===== src/rtl/pio_pkg.sv =====
// Shared definitions for the pio loader: pio action codes, loader FSM
// states and the per-machine configuration step order.
package pio_pkg;

    localparam logic [3:0] NONE  = 4'd0;
    localparam logic [3:0] INSTR = 4'd1;
    localparam logic [3:0] PEND  = 4'd2;
    localparam logic [3:0] PULL  = 4'd3;
    localparam logic [3:0] PUSH  = 4'd4;
    localparam logic [3:0] GRPS  = 4'd5;
    localparam logic [3:0] EN    = 4'd6;
    localparam logic [3:0] DIV   = 4'd7;
    localparam logic [3:0] SIDES = 4'd8;
    localparam logic [3:0] IMM   = 4'd9;
    localparam logic [3:0] SHIFT = 4'd10;

    typedef enum logic [2:0] {
        S_IDLE  = 3'd0,
        S_DIS   = 3'd1,
        S_FETCH = 3'd2,
        S_INSTR = 3'd3,
        S_SMCFG = 3'd4,
        S_EN    = 3'd5,
        S_RUN   = 3'd6
    } state_t;

    // Order in which one machine's registers are written during SMCFG.
    function automatic logic [3:0] smcfg_action(input logic [1:0] step);
        logic [3:0] act;
        case (step)
            2'd0:    act = PEND;
            2'd1:    act = DIV;
            2'd2:    act = GRPS;
            2'd3:    act = SHIFT;
            default: act = NONE;
        endcase
        return act;
    endfunction

endpackage


===== src/rtl/pio_loader_if.sv =====
// Host request/response port of the pio loader.
interface pio_loader_if #(parameter int MW = 2);

    logic          host_valid;
    logic          host_ready;
    logic [3:0]    host_action;
    logic [MW-1:0] host_mindex;
    logic [31:0]   host_din;
    logic [31:0]   rdata;
    logic          rdata_valid;
    logic          host_err;

    modport master (
        output host_valid, host_action, host_mindex, host_din,
        input  host_ready, rdata, rdata_valid, host_err
    );

    modport slave (
        input  host_valid, host_action, host_mindex, host_din,
        output host_ready, rdata, rdata_valid, host_err
    );

endinterface


===== src/rtl/pio_host_gate.sv =====
// Combinational legality and FIFO-flag check for host requests.
// Illegal codes are still "ready" so they are consumed and reported.
module pio_host_gate
    import pio_pkg::*;
#(
    parameter int NSM = 4,
    parameter int MW  = 2
) (
    input  logic [3:0]     action,
    input  logic [MW-1:0]  mindex,
    input  logic [NSM-1:0] tx_full,
    input  logic [NSM-1:0] rx_empty,
    output logic           ready,
    output logic           illegal
);

    // Decide acceptance from the action code and the addressed machine's flags.
    always_comb begin
        ready   = 1'b0;
        illegal = 1'b0;
        case (action)
            NONE, IMM: ready = 1'b1;
            PUSH:      ready = ~tx_full[mindex];
            PULL:      ready = ~rx_empty[mindex];
            default: begin
                ready   = 1'b1;
                illegal = 1'b1;
            end
        endcase
    end

endmodule


===== src/rtl/pio_loader.sv =====
// Configuration sequencer and runtime host port for the pio block.
// Optional build macro PIO_LOADER_PAD_EN: pad the remainder of instruction
// memory (plen..PLEN_MAX-1) with 16'h0000 before machine configuration.
module pio_loader
    import pio_pkg::*;
#(
    parameter  int PLEN_MAX = 32,
    parameter  int NSM      = 4,
    localparam int MW       = $clog2(NSM)
) (
    input  logic           clk,
    input  logic           reset_n,
    input  logic           start,
    input  logic [5:0]     plen,
    input  logic [NSM-1:0] sm_mask,
    input  logic [31:0]    exec_ctrl,
    input  logic [23:0]    div,
    input  logic [31:0]    pin_grps,
    input  logic [31:0]    shift_ctrl,
    output logic [4:0]     prog_addr,
    input  logic [15:0]    prog_data,
    output logic [3:0]     action,
    output logic [4:0]     index,
    output logic [MW-1:0]  mindex,
    output logic [31:0]    din,
    input  logic [31:0]    dout,
    input  logic [NSM-1:0] tx_full,
    input  logic [NSM-1:0] rx_empty,
    output logic           busy,
    output logic           done,
    pio_loader_if.slave    host
);

    state_t         state_r, state_n, post_state_s;
    logic [5:0]     cnt_r, cnt_n, total_s;
    logic [MW-1:0]  sm_r, sm_n, first_s, next_s;
    logic           has_next_s;
    logic [1:0]     step_r, step_n;
    logic           load_s, gate_ready_s, illegal_s, host_ready_s;

    logic [5:0]     cfg_plen_r;
    logic [NSM-1:0] cfg_mask_r;
    logic [31:0]    cfg_exec_r, cfg_grps_r, cfg_shift_r;
    logic [23:0]    cfg_div_r;

    logic [3:0]     action_r, action_n;
    logic [4:0]     index_r, index_n, prog_addr_r, prog_addr_n;
    logic [MW-1:0]  mindex_r, mindex_n;
    logic [31:0]    din_r, din_n, rdata_r;
    logic           din_rom_r, din_rom_n, busy_r, busy_n, done_r, done_n;
    logic           host_err_r, host_err_n, rdata_valid_r;

    assign load_s = start && ((state_r == S_IDLE) || (state_r == S_RUN));

`ifdef PIO_LOADER_PAD_EN
    assign total_s = 6'(PLEN_MAX);
`else
    assign total_s = cfg_plen_r;
`endif

    pio_host_gate #(.NSM(NSM), .MW(MW)) u_gate (
        .action   (host.host_action),
        .mindex   (host.host_mindex),
        .tx_full  (tx_full),
        .rx_empty (rx_empty),
        .ready    (gate_ready_s),
        .illegal  (illegal_s)
    );

    // A start request always wins over a host request in the same cycle.
    assign host_ready_s = (state_r == S_RUN) && !start && gate_ready_s;

    // Lowest enabled machine, and the next enabled machine above the current one.
    always_comb begin
        first_s    = '0;
        next_s     = '0;
        has_next_s = 1'b0;
        for (int i = NSM - 1; i >= 0; i--) begin
            if (cfg_mask_r[i]) begin
                first_s = MW'(i);
            end else begin
                first_s = first_s;
            end
            if (cfg_mask_r[i] && (i > int'(sm_r))) begin
                has_next_s = 1'b1;
                next_s     = MW'(i);
            end else begin
                has_next_s = has_next_s;
            end
        end
    end

    // Where the sequence goes once instruction memory is written.
    always_comb begin
        if (cfg_mask_r != '0) begin
            post_state_s = S_SMCFG;
        end else begin
            post_state_s = S_EN;
        end
    end

    // Latch the configuration words when a (re)load begins.
    always_ff @(posedge clk or negedge reset_n) begin
        if (!reset_n) begin
            cfg_plen_r  <= 6'd0;
            cfg_mask_r  <= '0;
            cfg_exec_r  <= 32'd0;
            cfg_div_r   <= 24'd0;
            cfg_grps_r  <= 32'd0;
            cfg_shift_r <= 32'd0;
        end else if (load_s) begin
            cfg_plen_r  <= (plen > 6'(PLEN_MAX)) ? 6'(PLEN_MAX) : plen;
            cfg_mask_r  <= sm_mask;
            cfg_exec_r  <= exec_ctrl;
            cfg_div_r   <= div;
            cfg_grps_r  <= pin_grps;
            cfg_shift_r <= shift_ctrl;
        end
    end

    // FSM state and sequencing counters.
    always_ff @(posedge clk or negedge reset_n) begin
        if (!reset_n) begin
            state_r <= S_IDLE;
            cnt_r   <= 6'd0;
            sm_r    <= '0;
            step_r  <= 2'd0;
        end else begin
            state_r <= state_n;
            cnt_r   <= cnt_n;
            sm_r    <= sm_n;
            step_r  <= step_n;
        end
    end

    // Next-state and counter update.
    always_comb begin
        state_n = state_r;
        cnt_n   = cnt_r;
        sm_n    = sm_r;
        step_n  = step_r;
        case (state_r)
            S_IDLE: begin
                if (start) state_n = S_DIS;
                else       state_n = S_IDLE;
            end
            S_DIS: begin
                cnt_n = 6'd0;
                if (total_s != 6'd0) begin
                    state_n = S_FETCH;
                end else begin
                    state_n = post_state_s;
                    sm_n    = first_s;
                    step_n  = 2'd0;
                end
            end
            S_FETCH: begin
                state_n = S_INSTR;
                cnt_n   = 6'd0;
            end
            S_INSTR: begin
                if (cnt_r == total_s - 6'd1) begin
                    state_n = post_state_s;
                    sm_n    = first_s;
                    step_n  = 2'd0;
                end else begin
                    cnt_n = cnt_r + 6'd1;
                end
            end
            S_SMCFG: begin
                if (step_r == 2'd3) begin
                    step_n = 2'd0;
                    if (has_next_s) sm_n    = next_s;
                    else            state_n = S_EN;
                end else begin
                    step_n = step_r + 2'd1;
                end
            end
            S_EN: state_n = S_RUN;
            S_RUN: begin
                if (start) state_n = S_DIS;
                else       state_n = S_RUN;
            end
            default: state_n = S_IDLE;
        endcase
    end

    // Next values of the registered outputs, keyed on the state being entered.
    always_comb begin
        action_n    = NONE;
        index_n     = index_r;
        mindex_n    = mindex_r;
        din_n       = din_r;
        din_rom_n   = 1'b0;
        prog_addr_n = prog_addr_r;
        busy_n      = 1'b0;
        done_n      = 1'b0;
        host_err_n  = 1'b0;
        case (state_n)
            S_DIS: begin
                action_n    = EN;
                din_n       = 32'd0;
                prog_addr_n = 5'd0;
                busy_n      = 1'b1;
            end
            S_FETCH: begin
                prog_addr_n = 5'd0;
                busy_n      = 1'b1;
            end
            S_INSTR: begin
                action_n    = INSTR;
                index_n     = cnt_n[4:0];
                prog_addr_n = cnt_n[4:0] + 5'd1;
                din_n       = 32'd0;
                din_rom_n   = (cnt_n < cfg_plen_r);
                busy_n      = 1'b1;
            end
            S_SMCFG: begin
                action_n = smcfg_action(step_n);
                mindex_n = sm_n;
                busy_n   = 1'b1;
                case (step_n)
                    2'd0:    din_n = cfg_exec_r;
                    2'd1:    din_n = {8'd0, cfg_div_r};
                    2'd2:    din_n = cfg_grps_r;
                    2'd3:    din_n = cfg_shift_r;
                    default: din_n = 32'd0;
                endcase
            end
            S_EN: begin
                action_n = EN;
                din_n    = 32'(cfg_mask_r);
                busy_n   = 1'b1;
            end
            S_RUN: begin
                done_n = 1'b1;
                if (host.host_valid && host_ready_s) begin
                    if (illegal_s) begin
                        host_err_n = 1'b1;
                    end else begin
                        action_n = host.host_action;
                        mindex_n = host.host_mindex;
                        din_n    = host.host_din;
                    end
                end else begin
                    host_err_n = 1'b0;
                end
            end
            default: action_n = NONE;
        endcase
    end

    // Output registers toward pio, ROM and host.
    always_ff @(posedge clk or negedge reset_n) begin
        if (!reset_n) begin
            action_r    <= NONE;
            index_r     <= 5'd0;
            mindex_r    <= '0;
            din_r       <= 32'd0;
            din_rom_r   <= 1'b0;
            prog_addr_r <= 5'd0;
            busy_r      <= 1'b0;
            done_r      <= 1'b0;
            host_err_r  <= 1'b0;
        end else begin
            action_r    <= action_n;
            index_r     <= index_n;
            mindex_r    <= mindex_n;
            din_r       <= din_n;
            din_rom_r   <= din_rom_n;
            prog_addr_r <= prog_addr_n;
            busy_r      <= busy_n;
            done_r      <= done_n;
            host_err_r  <= host_err_n;
        end
    end

    // Capture pio read data at the end of a PULL cycle.
    always_ff @(posedge clk or negedge reset_n) begin
        if (!reset_n) begin
            rdata_r       <= 32'd0;
            rdata_valid_r <= 1'b0;
        end else if (action_r == PULL) begin
            rdata_r       <= dout;
            rdata_valid_r <= 1'b1;
        end else begin
            rdata_valid_r <= 1'b0;
        end
    end

    assign action    = action_r;
    assign index     = index_r;
    assign mindex    = mindex_r;
    // Program words come straight from the sync ROM's output register so
    // that INSTR i lines up with prog_addr running one ahead.
    assign din       = din_rom_r ? {16'd0, prog_data} : din_r;
    assign prog_addr = prog_addr_r;
    assign busy      = busy_r;
    assign done      = done_r;

    assign host.host_ready  = host_ready_s;
    assign host.rdata       = rdata_r;
    assign host.rdata_valid = rdata_valid_r;
    assign host.host_err    = host_err_r;

endmodule


===== src/flat_wrapper.sv =====
// flat-port wrapper written by rule: the top's interface ports become plain ports
module pio_loader_flat import pio_pkg::*;
#(
    parameter  int PLEN_MAX = 32,
    parameter  int NSM      = 4,
    localparam int MW       = $clog2(NSM)
)
  (clk, reset_n, start, plen, sm_mask, exec_ctrl, div, pin_grps, shift_ctrl, prog_addr, prog_data, action, index, mindex, din, dout, tx_full, rx_empty, busy, done, host_host_valid, host_host_action, host_host_mindex, host_host_din, host_host_ready, host_rdata, host_rdata_valid, host_host_err);
  pio_loader_if #(.MW(2)) host_i ();
  input  logic clk;
  input  logic reset_n;
  input  logic start;
  input  logic [5:0] plen;
  input  logic [NSM-1:0] sm_mask;
  input  logic [31:0] exec_ctrl;
  input  logic [23:0] div;
  input  logic [31:0] pin_grps;
  input  logic [31:0] shift_ctrl;
  output logic [4:0] prog_addr;
  input  logic [15:0] prog_data;
  output logic [3:0] action;
  output logic [4:0] index;
  output logic [MW-1:0] mindex;
  output logic [31:0] din;
  input  logic [31:0] dout;
  input  logic [NSM-1:0] tx_full;
  input  logic [NSM-1:0] rx_empty;
  output logic busy;
  output logic done;
  input wire logic [$bits(host_i.host_valid)-1:0] host_host_valid;
  input wire logic [$bits(host_i.host_action)-1:0] host_host_action;
  input wire logic [$bits(host_i.host_mindex)-1:0] host_host_mindex;
  input wire logic [$bits(host_i.host_din)-1:0] host_host_din;
  output wire logic [$bits(host_i.host_ready)-1:0] host_host_ready;
  output wire logic [$bits(host_i.rdata)-1:0] host_rdata;
  output wire logic [$bits(host_i.rdata_valid)-1:0] host_rdata_valid;
  output wire logic [$bits(host_i.host_err)-1:0] host_host_err;
  assign host_i.host_valid = host_host_valid;
  assign host_i.host_action = host_host_action;
  assign host_i.host_mindex = host_host_mindex;
  assign host_i.host_din = host_host_din;
  assign host_host_ready = host_i.host_ready;
  assign host_rdata = host_i.rdata;
  assign host_rdata_valid = host_i.rdata_valid;
  assign host_host_err = host_i.host_err;
  pio_loader #(.PLEN_MAX(PLEN_MAX), .NSM(NSM)) u_core (.clk(clk), .reset_n(reset_n), .start(start), .plen(plen), .sm_mask(sm_mask), .exec_ctrl(exec_ctrl), .div(div), .pin_grps(pin_grps), .shift_ctrl(shift_ctrl), .prog_addr(prog_addr), .prog_data(prog_data), .action(action), .index(index), .mindex(mindex), .din(din), .dout(dout), .tx_full(tx_full), .rx_empty(rx_empty), .busy(busy), .done(done), .host(host_i));
endmodule

===== config.mk =====
export PLATFORM = sky130hd
export DESIGN_NAME = pio_loader_flat
export DESIGN_NICKNAME = d
export VERILOG_FILES = /design/src/rtl/pio_pkg.sv /design/src/rtl/pio_loader_if.sv /design/src/rtl/pio_host_gate.sv /design/src/rtl/pio_loader.sv /design/src/flat_wrapper.sv
export SDC_FILE = /design/constraint.sdc
export NUM_CORES = 1
export LEC_CHECK = 0
export ABC_CLOCK_PERIOD_IN_PS = 5100
export CAP_MARGIN = 20
export CORE_MARGIN = 2
export CORE_UTILIZATION = 35
export DETAILED_ROUTE_END_ITERATION = 12
export GPL_TIMING_DRIVEN = 0
export SYNTH_ARGS = -nofsm -noshare
export SYNTH_HDL_FRONTEND = slang
export SYNTH_SLANG_ARGS = --single-unit

===== constraint.sdc =====
create_clock -name clk -period 5.1 [get_ports clk]
set_clock_uncertainty 0.05 [all_clocks]
set_input_delay 0.51 -clock clk [delete_from_list [all_inputs] [get_ports clk]]
set_output_delay 0.51 -clock clk [all_outputs]
set_load 0.02 [all_outputs]

=== After elaboration in Yosys (flattened, before gate mapping) ===
Cells that the tools add are included.

* Register bits after elaboration: 228
* Bits of input ports: 228
* Output and inout bits: 85
* Logic and storage cells: 136

* Add/sub/neg operators: 4
* $lt $le $gt $ge: 6
* Eq/ne operators: 23
* Multiplexer cells: 55
* Bitwise gates (word level): 2
* Reductions and logical operators: 25

{| class="wikitable"
|+ Operators by type and width
! cell !! count
|-
| $pmux W32 S4 || 2
|-
| $mux W32 || 3
|-
| $mux W2 || 16
|-
| $pmux W4 S4 || 2
|-
| $pmux W3 S7 || 1
|-
| $eq A3 B3 Y1 const B || 6
|-
| $mux W3 || 5
|-
| $mux W1 || 14
|-
| $eq A3 B2 Y1 const B || 4
|-
| $mux W6 || 2
|-
| $pmux W2 S3 || 2
|-
| $pmux W6 S2 || 1
|-
| $pmux W5 S2 || 1
|-
| $eq A4 B2 Y1 const B || 2
|-
| $mux W4 || 2
|-
| $reduce_bool A4 Y1 || 2
|-
| $reduce_or A2 Y1 || 4
|-
| $logic_and A1 B1 Y1 || 7
|-
| $add A6 B1 Y6 const B || 1
|-
| $eq A2 B2 Y1 const B || 3
|-
| $eq A3 B1 Y1 const B || 2
|-
| $eq A6 B6 Y1 || 1
|-
| $gt A6 B6 Y1 const B || 1
|-
| $lt A6 B6 Y1 || 1
|-
| 25 further kinds || 30
|}

=== Depth between registers and ports, before layout ===
* Depth in word-level cells: 12
* Mapped depth: 16

=== By module ===
From an unflattened synthesis, not the netlist that was laid out.

* Cells, all modules: 892
* Area, all modules: 10970.5 sq um

{| class="wikitable"
|+ By module, submodules not included
! module !! times used !! cells an instance !! area each (sq um)
|-
| pio_loader || 1 || 883 || 10879.2
|-
| pio_host_gate || 1 || 9 || 91.3
|}

=== Least setup slack after synthesis ===
No wires, ideal clock.

* Kind: register to register
* Start point: register u_core.cfg_plen_r[0]
* End point: register u_core.din_r[29]
* Library setup time: 128 ps
* Arrival time: 3050 ps
* Slack: 1872 ps
* Cell stages (with the launch flop): 16
* Clock period less this slack: 3228 ps
* Cell sequence: dfrtp_1 inv_1 ha_1 or3_1 nand3_1 nor2_1 o31ai_1 nand2_1 a31o_2 inv_1 ha_1 clkbuf_1 buf_1 o21ai_0 a32oi_1 mux2i_1

* Elaborated cells between the ends (all ways): 25
* Those cells by class: add/sub: 1; eq/ne: 11; mux: 8; reduce/logical: 5

{| class="wikitable"
|+ RTL lines
! item !! RTL line !! RTL
|-
| start, declared || pio_loader.sv:41 || <nowiki>logic [5:0] cfg_plen_r;</nowiki>
|-
| start signal, assigned || pio_loader.sv:112 || <nowiki>cfg_plen_r <= (plen > 6'(PLEN_MAX)) ? 6'(PLEN_MAX) : plen;</nowiki>
|-
| $sub A6 B1 Y6 || pio_loader.sv:162 || <nowiki>if (cnt_r == total_s - 6'd1) begin</nowiki>
|-
| $eq A6 B6 Y1 || pio_loader.sv:162 ||
|-
| $mux W2 || pio_loader.sv:162 ||
|-
| $pmux W2 S3 (*) || pio_loader.sv:142 || <nowiki>case (state_r)</nowiki>
|-
| named net u_core.step_n[0] || pio_loader.sv:38 || <nowiki>logic [1:0] step_r, step_n;</nowiki>
|-
| $eq A2 B2 Y1 (tied with other cells) || pio_loader.sv:222 || <nowiki>case (step_n)</nowiki>
|-
| $pmux W32 S4 (*) || pio_loader.sv:222 ||
|-
| $pmux W32 S4 (*) || pio_loader.sv:199 || <nowiki>case (state_n)</nowiki>
|-
| end signal, assigned || pio_loader.sv:269 || <nowiki>din_r <= din_n;</nowiki>
|-
| end, declared || pio_loader.sv:49 || <nowiki>logic [31:0] din_r, din_n, rdata_r;</nowiki>
|}

The timed path passes the listed nets; every way through them passes the cells marked *.
A chain may end at the register's enable or synchronous reset.

=== Worst setup path after layout ===
Ends and elaborated chain as after synthesis.

==> impl_metrics.toml <==
[outcome]
status = "complete, no violations"

[power_and_ir_drop]
pwr-share-seq = 0.334
p_leak_uw = 0.006441
intPower_uw = 5685
switching_power_uw = 3226
irDropWorstVdd_mv = 0.2424
swShare = 0.3621
pwr_density_cell_nw_per_um2 = 571.1
p_comb_frac = 0.443
clockPowerShare = 0.222

[routing]
num_vias = 8711
drt-total-wl_um = 33520
drc = 0
avgRoutedWirePerCell_um = 19.95
drtPass1Iterations = 5
antenna_left = 0
viasPerCell = 5.185
first_iter_violations = 493

[finish]
drive_gt1_frac = 0.1382
area_growth_syn_to_layout_pct = 41.89
mostFrequentLayoutCells = "311 x clkdlybuf4s50_1, 228 x dfrtp_1, 96 x mux2_1, 74 x nand2_1, 64 x mux2_2"
fillerInstances = 2804
nNetsFinal = 1509
stdcell_count = 1680
layout_commonest_cell = "clkdlybuf4s50_1"

[cts]
htreeDepth = 1
cts.path.max_buffers = 3
cts_made_buffers = 27
path_clk_slew_ns = 0.05
clk_latency_ns = 0.52
cts_tree = "done"
postCtsSetupRepairBufs = 0
clock-sinks = 228
cts-root-buf = "clkbuf_16"

[synthesis]
synth_top_family_by_area = "multiplexers"
synth_area_per_cell_um2 = 11.93
ys_types = 75
synth_adder_area_share = 0.01707
async_reset_ff_frac = 1.000
syn_nets = 1165
mappedNetlistArea_um2 = 11000
synthSimpleGateAreaFrac = 0.07691
seq_area_frac_synth = 0.5188
synth_ff_type = "dfrtp_1"
synthMuxAreaShare = 0.1807
postSynthCellCount = 922
synth-compound-area-share = 0.1531
synth-xor-area-share = 0.006372
yosysWarnings = 0
ys_ff_latch = 228
synth_edf_count = 0

[sta]
final-hold-violation-count = 0
setup_violations = 0
timing.final.ws_setup_ns = 0.8392
min_period_ns = 4.261
fin_crit_sh = 0.8355
tns_ns = 0
tightest_slew_ns = 0.8557
relSlewSlack = 0.4251
rsz0062_at_grt = "no"
fmax_mhz = 234.7
hold_ws_ns = 0.4163
slew_viol_final = 0

[place]
dp_cells = 1632
globalplace.congestion = 0.8560
dp_hpwl_um = 25320
post-place-ws_ns = 0.8309
port_buffers = 312

[critical_path]
crit_chain = "inv_1, ha_1, nand3b_1, nand3_1, nor2_1, o31ai_1, nand2_1, nand2_1, o21ai_0, ha_1, clkbuf_1, clkbuf_1, a22oi_1, o21ai_0, a32oi_1, mux2i_1"
start_kind = "flop"
crit_family = "compound AO/OA/AOI/OAI gates"
path_buf_inv = 3
critPathKind = "flop to flop"
worst_r2r_endpoint = "u_core.din_r[29]$_DFFE_PN0P_"
worstReg2RegStart = "u_core.cfg_plen_r[0]$_DFFE_PN0P_"
required_ns = 5.50
arrival_ns = 4.66
r2r_cells = 16
path_max_fanout = 10
max_stage_delay_ns = 0.55
endpoint_kind = "flop"
slowest_stage = "clkbuf_1"
reg2reg_slack_ns = 0.84

[global_route]
antenna_found_initial = 4
grt_usage = 0.2018
grt_max_degree = 97
grt_pass1_vias = 8937
grt_pass1_wl_um = 51680
grt-ovfl-total = 0

[floorplanning]
start_util = 0.3576
die-width_um = 181.3
core_um2 = 30750
io_pins = 313
die_h_um = 181.3
num_rows = 64
dieArea_um2 = 32850

[run]
drv_cap = 0

[worst_hold_path]
hold_class = "input pin to async pin"
metal layers:
metal | up-vias | part of all wire | track usage
met5 | - | 0.00048 | 0
met2 | 292 | 0.47 | 0.3336
met1 | 4317 | 0.45 | 0.2714
li1 | 4056 | - | -
met4 | 2 | 0.020 | 0.05138
met3 | 44 | 0.064 | 0.04092
sequential cells by signal (all words and copies together) (netlist names), 2 cells and up:
signal              cells
u_core.state_r          3
u_core.mindex           2
u_core.cfg_mask_r       4
u_core.step_r           2
u_core.index            5
u_core.din_r           32
u_core.sm_r             2
u_core.cfg_div_r       24
u_core.host.rdata      32
u_core.action           4
u_core.cnt_r            6
u_core.cfg_grps_r      32
u_core.cfg_plen_r       6
u_core.cfg_exec_r      32
u_core.prog_addr        5
u_core.cfg_shift_r     32
area by class of cell:
| class | count | area (um2) | area share |
|---|---|---|---|
| clock inverter | 6 | 133.9 | 0.008580 |
| clock buffer | 38 | 777.0 | 0.04980 |
| buffer | 57 | 300.3 | 0.01924 |
| tap | 396 | 495.5 | 0.03175 |
| multi-input combinational | 580 | 4775 | 0.3060 |
| inverter | 57 | 216.5 | 0.01387 |
| sequential | 228 | 5705 | 0.3656 |
| antenna | 3 | 7.507 | 0.0004811 |
| timing repair buffer | 315 | 3193 | 0.2046 |
power groups by stage:
stage               combinational, uW  sequential [uW]  clock [uW]
CTS                              4000             2970        2030
finish                           3950             2980        1980
floorplan                        2470             3100           0
global route                     4300             3070        2110
global placement                 3920             2980           0
detailed placement               3990             3000           0
metrics by stage:
| step | util | power (uW) | instance area, um2 |
|---|---|---|---|
| final | 0.5074 | 8911 | 15600 |
| after global routing | 0.5074 | 9480 | 15600 |
| after CTS | 0.5072 | 9008 | 15600 |
| after detailed placement | 0.4773 | 6988 | 14680 |
| after global placement | 0.4753 | 6903 | 14620 |
| after floorplan | - | 5577 | 11000 |
cell usage after synthesis (4+ instances only):
cell type	n	area, um2
mux2_1	96	1081
and2_1	7	43.79
o221ai_2	24	360.4
inv_1	55	206.5
buf_4	12	90.09
nand2_1	74	277.8
a32oi_1	8	70.07
a222oi_1	24	240.2
a221o_1	7	70.07
xor2_1	4	35.03
buf_2	8	40.04
mux2_2	64	720.7
nor3_1	8	40.04
nand3_1	8	40.04
clkbuf_1	29	108.9
ha_1	15	187.7
o21a_1	4	30.03
nand2b_1	7	43.79
buf_6	4	45.04
o211ai_1	6	45.04
nor2_1	54	202.7
a21oi_1	35	175.2
a22oi_1	8	60.06
nor2b_1	5	31.28
o21ai_0	32	160.2
dfrtp_1	228	5705
xnor2_1	4	35.03
o31ai_1	8	60.06
mux2i_1	14	140.1
repair_timing:
item                                   CTS  global route
endpoints found under the hold margin   37             0
hold buffers                             1             0
setup endpoints to repair                0             0
resized for setup                        0             0
worst max-delay path by stage:
stage	start	to	depth (start not counted)
6_report	u_core.cfg_plen_r[0]$_DFFE_PN0P_	u_core.din_r[29]$_DFFE_PN0P_	16
5_1_grt	u_core.cfg_plen_r[0]$_DFFE_PN0P_	u_core.din_r[29]$_DFFE_PN0P_	16
4_1_cts	u_core.cfg_plen_r[0]$_DFFE_PN0P_	u_core.din_r[29]$_DFFE_PN0P_	16
3_5_place_dp	u_core.cfg_plen_r[0]$_DFFE_PN0P_	u_core.din_r[29]$_DFFE_PN0P_	16
3_3_place_gp	reset_n	u_core.host.rdata[1]$_DFFE_PN0P_	1
2_1_floorplan	u_core.cfg_plen_r[0]$_DFFE_PN0P_	u_core.din_r[29]$_DFFE_PN0P_	15
kinds of logic after synthesis:
family                   Yosys count
AND/OR/NAND/NOR                  185
AO/OA/AOI/OAI                    196
adder cells (fa/ha/maj)           15
XOR/XNOR                           8
flip-flops                       228
buffers and inverters            114
multiplexers                     176
(Power assumes the default switching activity.)
